<file path="config.mk">
export PLATFORM = sky130hd
export DESIGN_NAME = mem_port_arbiter
export DESIGN_NICKNAME = d
export VERILOG_FILES = /design/src/rtl/mem_port_arbiter_pkg.sv /design/src/rtl/mem_port_arbiter_rr.sv /design/src/rtl/mem_port_arbiter.sv
export SDC_FILE = /design/constraint.sdc
export NUM_CORES = 1
export LEC_CHECK = 0
export CAP_MARGIN = 20
export CORE_AREA = 3 3 118 120
export CTS_CLUSTER_SIZE = 16
export DETAILED_ROUTE_END_ITERATION = 8
export DIE_AREA = 0 0 121 123
export GPL_ROUTABILITY_DRIVEN = 0
export PLACE_DENSITY = 0.67
export SETUP_SLACK_MARGIN = 0.3
export SLEW_MARGIN = 20
export SYNTH_ARGS = -nofsm -noshare
export SYNTH_HDL_FRONTEND = slang
export SYNTH_SLANG_ARGS = --single-unit
export TNS_END_PERCENT = 1
</file>
<file path="constraint.sdc">
create_clock -name clk -period 2 [get_ports clk]
set_input_delay 0.4 -clock clk [delete_from_list [all_inputs] [get_ports clk]]
set_output_delay 0.4 -clock clk [all_outputs]
set_load 0.02 [all_outputs]
</file>
<file path="src/rtl/mem_port_arbiter_pkg.sv">
// mem_port_arbiter_pkg: shared FSM state encoding and default bus widths for mem_port_arbiter
package mem_port_arbiter_pkg;
    localparam int ADDR_W = 32;
    localparam int DATA_W = 32;
    typedef enum logic [1:0] {
        IDLE   = 2'd0,
        GRANT0 = 2'd1,
        GRANT1 = 2'd2
    } state_t;
endpackage

</file>
<file path="src/rtl/mem_port_arbiter_rr.sv">
// rr_arbiter2: two-input round-robin pick with a registered last-winner pointer
// Ports:
//   clk, rst   clock and asynchronous active-high reset
//   req        request vector, bit X = requester X
//   upd        load the pointer with upd_id (a transaction completed)
//   upd_id     index of the requester that completed
//   pick       chosen requester index (meaningful when any=1)
//   any        at least one request is present
module rr_arbiter2 #(
    parameter bit RESET_PTR = 1'b0
) (
    input  logic       clk,
    input  logic       rst,
    input  logic [1:0] req,
    input  logic       upd,
    input  logic       upd_id,
    output logic       pick,
    output logic       any
);
    logic last;
    // Start with the pointer on the other requester so RESET_PTR wins the first tie
    always_ff @(posedge clk or posedge rst) begin
        if (rst) last <= ~RESET_PTR;
        else if (upd) last <= upd_id;
    end
    always_comb begin
        any  = |req;
        pick = &req ? ~last : req[1];
    end
endmodule

</file>
<file path="src/rtl/mem_port_arbiter.sv">
// mem_port_arbiter: shares one single-port valid/ready slave between two masters with round-robin grant and timeout
// Ports:
//   clk, rst                      clock and asynchronous active-high reset
//   sX_valid_i/addr/wdata/we      master X request (we=0 means read)
//   sX_ready_o/rdata_o/err_o      master X completion pulse, read data, timeout error
//   m_valid_o/addr/wdata/we       request forwarded to the slave
//   m_ready_i/m_rdata_i           slave completion pulse and read data
module mem_port_arbiter
    import mem_port_arbiter_pkg::*;
#(
    parameter int ADDR_WIDTH = ADDR_W,
    parameter int DATA_WIDTH = DATA_W,
    parameter int TIMEOUT    = 256,
    parameter bit RESET_PTR  = 1'b0
) (
    input  logic                    clk,
    input  logic                    rst,
    input  logic                    s0_valid_i,
    input  logic                    s1_valid_i,
    output logic                    s0_ready_o,
    output logic                    s1_ready_o,
    input  logic [ADDR_WIDTH-1:0]   s0_addr_i,
    input  logic [ADDR_WIDTH-1:0]   s1_addr_i,
    input  logic [DATA_WIDTH-1:0]   s0_wdata_i,
    input  logic [DATA_WIDTH-1:0]   s1_wdata_i,
    input  logic [DATA_WIDTH/8-1:0] s0_we_i,
    input  logic [DATA_WIDTH/8-1:0] s1_we_i,
    output logic [DATA_WIDTH-1:0]   s0_rdata_o,
    output logic [DATA_WIDTH-1:0]   s1_rdata_o,
    output logic                    s0_err_o,
    output logic                    s1_err_o,
    output logic                    m_valid_o,
    input  logic                    m_ready_i,
    output logic [ADDR_WIDTH-1:0]   m_addr_o,
    output logic [DATA_WIDTH-1:0]   m_wdata_o,
    output logic [DATA_WIDTH/8-1:0] m_we_o,
    input  logic [DATA_WIDTH-1:0]   m_rdata_i
);
    localparam int TW = TIMEOUT > 1 ? $clog2(TIMEOUT) : 1;
    state_t        state, nstate;
    logic [TW-1:0] tcnt;
    logic          granted, own, own_valid, tout, done, tmo, fin, pick, any;
    always_comb begin
        granted   = (state == GRANT0) || (state == GRANT1);
        own       = state == GRANT1;
        own_valid = granted && (own ? s1_valid_i : s0_valid_i);
        tout      = (TIMEOUT != 0) && (tcnt == TW'(TIMEOUT - 1));
        // A slave ready in the timeout cycle takes precedence as a normal completion
        done      = own_valid && m_ready_i;
        tmo       = own_valid && !m_ready_i && tout;
        fin       = done || tmo;
    end
    rr_arbiter2 #(.RESET_PTR(RESET_PTR)) u_rr (
        .clk    (clk),
        .rst    (rst),
        .req    ({s1_valid_i, s0_valid_i}),
        .upd    (fin),
        .upd_id (own),
        .pick   (pick),
        .any    (any)
    );
    always_ff @(posedge clk or posedge rst) begin
        if (rst) begin
            state <= IDLE;
            tcnt  <= '0;
        end else begin
            state <= nstate;
            tcnt  <= (granted && nstate == state) ? tcnt + TW'(1) : '0;
        end
    end
    // Completion, timeout or an owner dropping valid all return to IDLE, which forces the bubble
    always_comb begin
        nstate = (state == IDLE) ? (any ? (pick ? GRANT1 : GRANT0) : IDLE)
               : (!granted || fin || !own_valid) ? IDLE : state;
    end
    always_comb begin
        m_valid_o  = own_valid && !tmo;
        m_addr_o   = !granted ? '0 : own ? s1_addr_i  : s0_addr_i;
        m_wdata_o  = !granted ? '0 : own ? s1_wdata_i : s0_wdata_i;
        m_we_o     = !granted ? '0 : own ? s1_we_i    : s0_we_i;
        s0_ready_o = (state == GRANT0) && fin;
        s1_ready_o = (state == GRANT1) && fin;
        s0_err_o   = (state == GRANT0) && tmo;
        s1_err_o   = (state == GRANT1) && tmo;
        s0_rdata_o = (state == GRANT0 && done) ? m_rdata_i : '0;
        s1_rdata_o = (state == GRANT1 && done) ? m_rdata_i : '0;
    end
endmodule

</file>
* Word level (Yosys, flattened, before mapping)
Index checks and enable logic that the tools add are counted.
Cells by class: eq/ne operators 4, mux-type cells 15, bitwise gates (word level) 1, reductions and logical operators 23, add/sub/neg operators 1
Operator list (number):
- two-way mux 32 bit | 6
- logical AND 1 bit | 12
- adder 8 x 1 -> 8 bit, second input constant | 1
- == test 8 bit, second input constant | 1
- two-way mux 2 bit | 4
- two-way mux 4 bit | 2
- two-way mux 8 bit | 1
- logical NOT 1 bit | 4
- logical OR 1 bit | 4
- == test 2 x 1 -> 1 bit, second input constant | 1
- == test 2 bit | 1
- == test 2 bit, second input constant | 1
- logical NOT 2 bit | 1
- two-way mux 1 bit | 2
- AND reduction 2 bit | 1
- OR reduction 2 bit | 1
- NOT 1 bit | 1
Storage, ports and cells: register bits 11, input port bits 173, output and inout bits 137

* Longest topological paths before layout
depth after elaboration 13, mapped depth 8, mapped depth without buffers 6

* Modules after synthesis
A second synthesis with hierarchy kept.
Unflattened totals: cell total of the unflattened synthesis 293, area total of the unflattened synthesis 2194.6 µm²
By module, submodules not included:
- mem_port_arbiter | area an instance 2135.8 µm², cells an instance 288, instances 1, seq. area each 250.2 µm²
- rr_arbiter2 | area an instance 58.8 µm², cells an instance 5, instances 1, seq. area each 26.3 µm²

* Worst setup path after synthesis
Ideal clock, no wire load.
path type register to output, start register state[0], end output s0_rdata_o[10], stages on the path, launching flop included 9, data arrival time 1855 ps, slack -255 ps, path through dfrtp_1 inv_1 ha_1 buf_4 mux2_1 and2_1 and3_1 clkbuf_1 and2_1
On the way: word-level cells in the longest chain between the ends 6
Ends and longest elaborated chain:
- from (decl) | line mem_port_arbiter.sv:40 | state_t state, nstate;
- from (signal assigned) | line mem_port_arbiter.sv:67 | state <= nstate;
- == test 2 bit * | line mem_port_arbiter.sv:45 | own = state == GRANT1;
- named net own | line mem_port_arbiter.sv:42 | logic granted, own, own_valid, tout, done, tmo, fin, pick, any;
- two-way mux 1 bit / logical OR 1 bit (equally long branches) | line mem_port_arbiter.sv:46, mem_port_arbiter.sv:44
- logical AND 1 bit * | line mem_port_arbiter.sv:46 | own_valid = granted && (own ? s1_valid_i : s0_valid_i);
- logical AND 1 bit * | line mem_port_arbiter.sv:49 | done = own_valid && m_ready_i;
- logical AND 1 bit * | line mem_port_arbiter.sv:85 | s0_rdata_o = (state == GRANT0 && done) ? m_rdata_i : '0;
- two-way mux 32 bit * | line mem_port_arbiter.sv:85
- to (decl) | line mem_port_arbiter.sv:28 | output logic [DATA_WIDTH-1:0] s0_rdata_o,
Mark *: on every way through the listed nets, which the timed path passes. The rest lies on a longest branch.

* Worst setup path in the final report
start register state[1], end output s1_rdata_o[2]
On the way: word-level cells in the longest chain between the ends 6
Ends and longest elaborated chain:
- == test 2 bit * | line mem_port_arbiter.sv:45
- named net own | line mem_port_arbiter.sv:42
- two-way mux 1 bit / logical OR 1 bit (equally long branches) | line mem_port_arbiter.sv:46, mem_port_arbiter.sv:44
- logical AND 1 bit | line mem_port_arbiter.sv:46
- logical AND 1 bit | line mem_port_arbiter.sv:49
- logical AND 1 bit * | line mem_port_arbiter.sv:86 | s1_rdata_o = (state == GRANT1 && done) ? m_rdata_i : '0;
- two-way mux 32 bit * | line mem_port_arbiter.sv:86
- to (decl) | line mem_port_arbiter.sv:29 | output logic [DATA_WIDTH-1:0] s1_rdata_o,
Marks and branches as above.

==> flow_summary.yaml <==
status:
  status: "complete, but fails checks"
  violations: "negative setup slack"
floorplanning:
  dieArea_sq_um: 14900
  die_w_microns: 121
  num_rows: 42
  fp.coreArea_sq_um: 13100
  top_level_ports: 310
  die_h_microns: 123
  start_util_pct: 16.1
cts:
  clk_path_buf_depth: 2
  cts_buffers: 3
  clockRootBuffer: "clkbuf_16"
  cts_tree: "yes"
  clk_latency_ns: 0.24
  cts_hold_buf: 0
  h-tree-depth: 1
  cts.sinks: 11
  clkSlewWorstSetupHoldPaths_ns: 0.04
global_route:
  grt_pass1_vias: 3602
  met3_usage_pct: 4.35
  grt_usage_pct: 17.2
  grt_use_met2_pct: 33.6
  met1_usage_pct: 19.2
  overflow: 0
  antenna_found_initial: 0
  grt_pass1_wl_mm: 20.1
  busiest_layer: "met2"
  grt_max_degree: 33
logic_synthesis:
  synth_warnings: 0
  synth_cell_types: 29
  synth_area_per_cell_sq_um: 7.15
  netlist_area_sq_um: 2100
  synth_top_area_cell: "mux2i_1"
  synth.net_count: 471
  ys_top_cells_by_area: "mux2i_1 (32%), and2_1 (21%), nor2_1 (13%), dfrtp_1 (12%), clkbuf_1 (3.6%)"
  syn_inst: 294
  ys_ff_latch: 11
  synth_top_area_share_pct: 32.4
  synth_seq_area_share_pct: 13.2
setup_path:
  setup.worst_path.end_class: "output pin"
  critPathKind: "flop to output pin"
  crit_arrival_ns: 1.96
  cp-start-kind: "flop"
  crit_path_max_fanout: 32
  worstPathRequired_ns: 1.60
sta:
  period_share_pct: 118
  rsz0062_at_grt: "yes"
  skew_ns: 0.00160
  worst_pin_slew_ns: 0.414
  finalCriticalPeriod_ns: 2.36
  setup_violations: 140
  final.setup.tns_ns: -35.38
  finalHoldViolations: 0
  relSlewSlack_pct: 72.4
  setup_ws_ns: -0.355
  fmax_mhz: 425
  slew_violations: 0
place:
  pre_cts_ws_ns: -0.871
  dp_hpwl_mm: 11.0
  io_buffer_count: 309
layout:
  seq_area_sq_um: 277
  utilization_pct: 45.0
  layout.nets: 803
  diodes: 0
  drive_above_1_share_pct: 32.0
  multi_input_area_sq_um: 1910
  num-fill-cells: 1316
  area_delta_synth_final_pct: 181
pwr:
  power_frac_seq_pct: 6.4
  p_comb_share_pct: 85.7
  power_mw: 4.57
  internal_power_mw: 2.37
  switchingPower_mw: 2.20
  powerDensity_nw_per_um2: 775
  irDropWorstVdd_v: 0.000382
  leakage_nw: 2.69
  clock_power_share_pct: 7.9
  switching_share_pct: 48.2
drt:
  num_vias: 3394
  wire_per_inst_microns: 17.3
  via_per_inst: 4.24
  drt_iter0_markers: 62
  totalWireLength_mm: 13.8
  firstDrtPassIters: 4
  drcViolationCount: 0
  ant_nets: 0
job:
  drv_cap: 0
min_path:
  min_path_type: "input port to async pin"
[power by group through the flow]
stage / Combinational [mW] / Sequential (mW) / Clock [mW]
5_1_grt: 4.18 / 0.296 / 0.382
3_3_place_gp: 3.79 / 0.288 / 0
6_report: 3.92 / 0.290 / 0.361
2_1_floorplan: 1.89 / 0.288 / 0
3_5_place_dp: 3.81 / 0.294 / 0
4_1_cts: 3.95 / 0.290 / 0.374
[registers in the layout, summed over array words and instances, names as in the netlist]
name       flops
tcnt           8
state          2
u_rr.last      1
[cells in the mapped netlist]
library cell   n
nor2_1        72
and2_1        69
mux2i_1       68
clkbuf_1      20
dfrtp_1       10
a211oi_1       7
nand3_1        7
nand2_1        5
ha_1           4
inv_1          4
nand4_1        4
xnor2_1        4
and3_1         2
o21ai_0        2
xor2_1         2
a21oi_1        1
a41oi_1        1
buf_2          1
buf_4          1
clkinv_1       1
dfstp_2        1
mux2_1         1
mux2_2         1
nand2b_1       1
nor3_1         1
nor4_1         1
o211a_1        1
o21a_1         1
or4_1          1
[cell usage in the layout, fill, tap and decap left out, types with 2 or more instances in the layout]
cell | Yosys | final
dlygate4sd2_1 | 0 | 41
xor2_1 | 2 | 2
buf_12 | 0 | 6
and3_4 | 0 | 2
clkbuf_16 | 0 | 3
buf_4 | 1 | 39
and2_4 | 0 | 34
xnor2_1 | 4 | 4
a211oi_2 | 0 | 7
mux2i_1 | 68 | 68
clkdlybuf4s50_1 | 0 | 170
clkbuf_2 | 0 | 3
inv_1 | 4 | 3
nand3_1 | 7 | 7
o21ai_2 | 0 | 2
buf_2 | 1 | 30
buf_16 | 0 | 4
nand4_1 | 4 | 4
dfrtp_1 | 10 | 10
nand2_1 | 5 | 4
ha_1 | 4 | 2
nor2_1 | 72 | 70
clkdlybuf4s15_2 | 0 | 12
ha_4 | 0 | 2
and2_1 | 69 | 35
nor2_2 | 0 | 2
buf_6 | 0 | 44
[repair_timing]
| action | in CTS | in global routing |
|---|---|---|
| endpoints found under the setup margin | 148 | 148 |
| gates resized for setup | 503 | 46 |
| pin swaps | 32 | 8 |
| gates cloned | 3 | 0 |
| buffers inserted | 2 | 2 |
[area by class of cell]
class,count,area share (%)
sequential,11,4.69
clock buffer,4,1.34
tap,176,3.74
timing repair buffer,349,57.3
multi-input combinational,256,32.5
inverter,5,0.446
[layer usage]
layer | part of all wire [%] | wire length, microns | vias to the layer above
met5 | 0 | 0 | -
met4 | 0.58 | 80 | 0
met3 | 9.2 | 1280 | 5
met2 | 53 | 7280 | 185
met1 | 38 | 5200 | 1559
li1 | - | - | 1645
[kinds of logic (layout without fill, tap and decap cells)]
family	Yosys count	in the layout	share of synthesized area, %
xor+xnor	6	6	2.50
compound gates	13	13	4.47
flops	11	11	13.2
fa+ha+maj	4	4	2.38
buf+inv	27	358	5.06
mux	70	70	33.5
simple gates	163	163	39.0
[critical path, stage by stage (launching register included)]
cell,delay (ns)
dfrtp_1,0.42
ha_4,0.19
mux2_4,0.30
and2_4,0.15
and3_4,0.18
buf_12,0.15
and2_1,0.16
buf_2,0.15
[per-stage QoR]
stage,hold slack (ns),instances,cell area [sq um]
global placement,0.525,790,5720
floorplan,0.252,294,2180
CTS,0.463,799,5850
global route,0.498,801,5890
finish,0.452,801,5890
detailed placement,0.544,790,5720
[worst paths after layout]
kind                                          to  slack [ns]               start  cells after the start
min in group clk               tcnt[0]$_DFF_PP0_        0.55   tcnt[0]$_DFF_PP0_                      2
hold / removal                 tcnt[0]$_DFF_PP0_        0.45                 rst                      2
setup reg to reg               tcnt[5]$_DFF_PP0_       -0.03  state[1]$_DFF_PP0_                      7
setup / recovery                   s1_rdata_o[2]       -0.36  state[1]$_DFF_PP0_                      7
max in group asynchronous  u_rr.last$_DFFE_PP1P_        1.23                 rst                      2
hold reg to reg                tcnt[0]$_DFF_PP0_        0.55   tcnt[0]$_DFF_PP0_                      2
Note: power is estimated with default switching activity, not from simulation.
